[config.mk]
export PLATFORM = sky130hd
export DESIGN_NAME = keypad_scan
export DESIGN_NICKNAME = d
export VERILOG_FILES = /design/src/rtl/keypad_scan.sv
export SDC_FILE = /design/constraint.sdc
export NUM_CORES = 1
export LEC_CHECK = 0
export CORE_AREA = 3 3 74 127
export CTS_CLUSTER_DIAMETER = 120
export DETAILED_ROUTE_END_ITERATION = 12
export DIE_AREA = 0 0 77 130
export GPL_ROUTABILITY_DRIVEN = 0
export PLACE_DENSITY = 0.75
export SYNTH_ARGS = -nofsm -noshare
export SYNTH_HDL_FRONTEND = slang
export SYNTH_SLANG_ARGS = --single-unit
[constraint.sdc]
create_clock -name clk -period 4.3 [get_ports clk]
set_clock_uncertainty 0.05 [all_clocks]
set_input_delay 0.645 -clock clk [delete_from_list [all_inputs] [get_ports clk]]
set_output_delay 0.645 -clock clk [all_outputs]
set_load 0.1 [all_outputs]
[src/rtl/keypad_scan.sv]
// 4x4 keypad column scanner with whole-frame debounce.
// Presents a stable pressed-key vector and a one-cycle press event carrying the lowest new key index.
module keypad_scan #(
    parameter int SCAN_DIV       = 1000,
    parameter int DEBOUNCE_SCANS = 8
) (
    input  logic        clk,
    input  logic        rst,
    input  logic [3:0]  row_n,
    output logic [3:0]  col_n,
    output logic [15:0] keypad,
    output logic        key_press,
    output logic [3:0]  key_code
);
    localparam int DW = (SCAN_DIV > 1) ? $clog2(SCAN_DIV) : 1;
    localparam int CW = $clog2(DEBOUNCE_SCANS + 1);
    localparam logic [DW-1:0] DWELL_LAST = DW'(SCAN_DIV - 1);
    localparam logic [CW-1:0] CNT_SAT    = CW'(DEBOUNCE_SCANS);
    localparam logic [CW-1:0] CNT_ONE    = CW'(1);

    logic [3:0]    row_meta_q, row_sync_q;
    logic [DW-1:0] dwell_q, dwell_d;
    logic [1:0]    col_q, col_d;
    logic [15:0]   frame_q, frame_d;
    logic [15:0]   cand_q, cand_d;
    logic [CW-1:0] cnt_q, cnt_d;
    logic [15:0]   keypad_q, keypad_d;
    logic          key_press_q, key_press_d;
    logic [3:0]    key_code_q, key_code_d;

    logic          last_dwell;
    logic          frame_done;
    logic [15:0]   new_keys;
    logic [3:0]    lowest_new;

    // Rows idle high (pulled up), so the synchronizer resets to "no key".
    always_ff @(posedge clk or negedge rst) begin
        if (!rst) begin
            row_meta_q <= 4'hF;
            row_sync_q <= 4'hF;
        end else begin
            row_meta_q <= row_n;
            row_sync_q <= row_meta_q;
        end
    end

    assign last_dwell = (dwell_q == DWELL_LAST);
    assign frame_done = last_dwell && (col_q == 2'd3);
    assign col_n      = ~(4'b0001 << col_q);

    always_comb begin
        dwell_d = dwell_q + 1'b1;
        col_d   = col_q;
        frame_d = frame_q;
        if (last_dwell) begin
            dwell_d = '0;
            col_d   = col_q + 2'd1;
            for (int r = 0; r < 4; r++) begin
                frame_d[{2'(r), col_q}] = ~row_sync_q[r];
            end
        end
    end

    // Newly pressed keys are judged against the committed vector, not the candidate.
    assign new_keys = frame_d & ~keypad_q;

    always_comb begin
        lowest_new = 4'h0;
        for (int i = 15; i >= 0; i--) begin
            if (new_keys[i]) begin
                lowest_new = 4'(i);
            end
        end
    end

    always_comb begin
        cand_d      = cand_q;
        cnt_d       = cnt_q;
        keypad_d    = keypad_q;
        key_press_d = 1'b0;
        key_code_d  = key_code_q;
        if (frame_done) begin
            if (frame_d != cand_q) begin
                cand_d = frame_d;
                cnt_d  = CNT_ONE;
            end else if (cnt_q != CNT_SAT) begin
                cnt_d = cnt_q + CNT_ONE;
                if (cnt_d == CNT_SAT) begin
                    keypad_d = frame_d;
                    if (new_keys != 16'h0000) begin
                        key_press_d = 1'b1;
                        key_code_d  = lowest_new;
                    end
                end
            end
        end
    end

    // Counter starts saturated so an idle matrix after reset never commits.
    always_ff @(posedge clk or negedge rst) begin
        if (!rst) begin
            dwell_q     <= '0;
            col_q       <= 2'd0;
            frame_q     <= 16'h0000;
            cand_q      <= 16'h0000;
            cnt_q       <= CNT_SAT;
            keypad_q    <= 16'h0000;
            key_press_q <= 1'b0;
            key_code_q  <= 4'h0;
        end else begin
            dwell_q     <= dwell_d;
            col_q       <= col_d;
            frame_q     <= frame_d;
            cand_q      <= cand_d;
            cnt_q       <= cnt_d;
            keypad_q    <= keypad_d;
            key_press_q <= key_press_d;
            key_code_q  <= key_code_d;
        end
    end

    assign keypad    = keypad_q;
    assign key_press = key_press_q;
    assign key_code  = key_code_q;

endmodule

==> impl_metrics.ini <==
[synthesis]
postSynthCellCount = 395
yosysSeqAreaShare_pct = 48.3
syn-cell-area_um2 = 4020
ys.flop_type = dfrtp_1
yosys.area.top_type_share_pct = 42.4
ys_warn_count = 0
ys_types = 64
yosys.area.top_type = dfrtp_1
synth_fp_nets = 409
netlist_top_cells_area = dfrtp_1 (42%), dfstp_2 (5.9%), mux2_2 (4.2%), nor2_1 (3.9%), xnor2_1 (3.7%)
synth_edf_count = 0
syn_area_per_cell_um2 = 10.2
async_reset_ff_share_pct = 100
synth_seq_cells = 77

[global_routing]
grt_remaining_overflow = 0
first_global_vias = 3414
grt_pass1_wl_um = 16700
grt_usage_pct = 21.6
antenna_found_initial = 0
grt_max_degree = 78

[min_path]
hold_start = row_meta_q[0]
min_path_type = flop to flop

[route]
routed_wl_um = 10200
drt_iter0_drc = 227
first_pass_iters = 6
via_per_inst = 5.88
num_vias = 3245
ant_nets = 0
wl_per_cell_um = 18.4
post-route-drc-count = 0

[floorplanning]
die_x_um = 77
die_area_um2 = 10000
core_um2 = 8420
die_y_um = 130
std_cell_rows = 44
pin_count = 31
start_util_pct = 47.7

[worst_setup_path]
crit_fanout = 6
cp_data_arrival_time_ps = 3640
reg2reg_from = col_q[0]
required_ps = 4470
startpoint = col_q[0]
path_class = flop to flop
cp-end-kind = flop
r2r_setup_slack_ps = 830
setup.worst_path.start_class = flop

[timing]
max_freq_mhz = 288
setup_violations = 0
rsz0062_at_grt = no
post-route-min-period_ps = 3470
relSlewSlack_pct = 32.9
tightest_slew_ps = 1000
fin_tns_setup_ps = 0
hold_viol_final = 0
drv_slew = 0
timing.final.crit_share_pct = 80.7

[layout]
diodes = 0
final_cell_mix = dfrtp_1 (68), nor2_1 (42), inv_1 (30)
final_common_cell = dfrtp_1
stdcell_area_um2 = 4820
num-fill-cells = 700
layout-drive-gt1-share_pct = 14.6
finalNetCount = 446
areaGrowthSynthToFinish_pct = 20.0

[outcome]
outcome = finished, final reports clean

[power]
power.internal_mw = 1.34
power_density_nw_per_um2 = 345
power_frac_comb_pct = 1.4
switchingPower_mw = 0.323
seqPwrFrac_pct = 44.5
clkPwrFrac_pct = 54.1
swShare_pct = 19.4
p_leak_nw = 2.21
max-vdd-ir-drop_v = 0.000253

[clock_tree]
postCtsSetupBuffers = 0
cts_tree = built
cts_max_level = 3
cts_hold_buf = 0
cts_sinks = 77
clk_pin_slew_ps = 60
cts_root_buffer = clkbuf_16
post_cts_resized = 0
cts_buffer_depth = 2
cts_buffers = 9
clk_latency_ps = 330

[placement]
placed_area_um2 = 4460
io_buffers = 30
hpwl_um = 7450

[flow_run]
maxCapViolCount = 0
[synth_stat cells (2+ instances only)]
master and instances:
nand4_1 8, a31oi_1 4, nor3_1 9, nor2_1 42
or2_2 3, and4_1 2, dfrtp_1 68, a21o_1 2
clkbuf_1 3, ha_1 8, and3_1 6, o211ai_1 2
buf_2 7, mux2i_1 8, nor2b_1 4, o22ai_1 5
dfstp_2 9, a21oi_1 27, and2_1 4, a211oi_1 5
xor2_1 9, a22o_1 2, mux2_2 15, nand3_1 13
o31ai_1 3, o221ai_1 2, o21a_1 4, xnor2_1 17
o21ai_0 15, nand2_1 18, nand4b_1 2, or4_1 2
inv_1 30, nand2b_1 6, and4b_1 2
[cells by family (layout without fill, tap and decap cells)]
logic type,Yosys count,in the layout,synth area share [%]
AO/OA/AOI/OAI,88,88,14.6
XOR/XNOR,26,26,5.67
adder cells (fa/ha/maj),8,8,2.49
buffers and inverters,40,82,3.96
flip-flops,77,77,48.3
multiplexers,23,23,6.20
AND/OR/NAND/NOR,133,133,18.8
[critical path: stages, from the launching register on]
cell	delay [ps]
dfrtp_1	400
inv_1	120
ha_1	270
inv_1	120
nor4_4	440
mux2i_1	510
o22ai_1	200
nor3_1	340
or4b_4	540
and2_4	170
a31o_1	190
[worst paths after layout]
kind / to / cells after the start
min reg2reg: row_sync_q[0] / 0
max: key_code[0] / 10
max in group asynchronous: cnt_q[1] / 1
min: row_sync_q[0] / 0
max reg2reg: key_code[0] / 10
min in group asynchronous: keypad[5] / 1
[cell type report]
| type | count | area (µm²) | area share (%) |
|---|---|---|---|
| Clock buffer | 11 | 253 | 5.24 |
| Clock inverter | 5 | 106 | 2.21 |
| Inverter | 30 | 113 | 2.34 |
| Sequential cell | 77 | 1940 | 40.2 |
| Timing Repair Buffer | 36 | 343 | 7.11 |
| Multi-Input combinational cell | 278 | 1920 | 39.9 |
| Tap cell | 115 | 144 | 2.99 |
[flip-flops by register name (all words and copies together) (netlist names)]
signal and count:
row_meta_q 4, key_press 1, cnt_q 4, keypad 16
col_q 2, cand_q 16, key_code 4, frame_q 16
row_sync_q 4, dwell_q 10
[per-stage QoR]
| step | setup slack [ps] | total power, mW | utilization [%] | hold WS (ps) | cells |
|---|---|---|---|---|---|
| finish | 830 | 1.66 | 57.2 | 304 | 552 |
| floorplan | 858 | 0.754 | - | 295 | 395 |
| detailed placement | 881 | 0.776 | 53.0 | 297 | 536 |
| global placement | 947 | 0.775 | 53.0 | 296 | 536 |
| CTS | 853 | 1.67 | 57.2 | 306 | 552 |
| global route | 651 | 1.71 | 57.2 | 308 | 552 |
[metal layers]
metal	wire length (µm)	track usage, %	up-vias	share of wire (%)
li1	-	-	1476	-
met1	3580	22.4	1600	35
met2	5500	38.8	122	54
met3	443	3.80	47	4.4
met4	649	16.5	0	6.4
met5	0	0	-	0
[power by group through the flow]
stage	Sequential [mW]	Clock, mW	Combinational, mW
2_1_floorplan	0.746	0	0.00832
3_5_place_dp	0.752	0	0.0241
4_1_cts	0.739	0.909	0.0241
3_3_place_gp	0.752	0	0.0235
6_report	0.739	0.899	0.0230
5_1_grt	0.739	0.942	0.0267
Note: power is estimated with default switching activity, not from simulation.
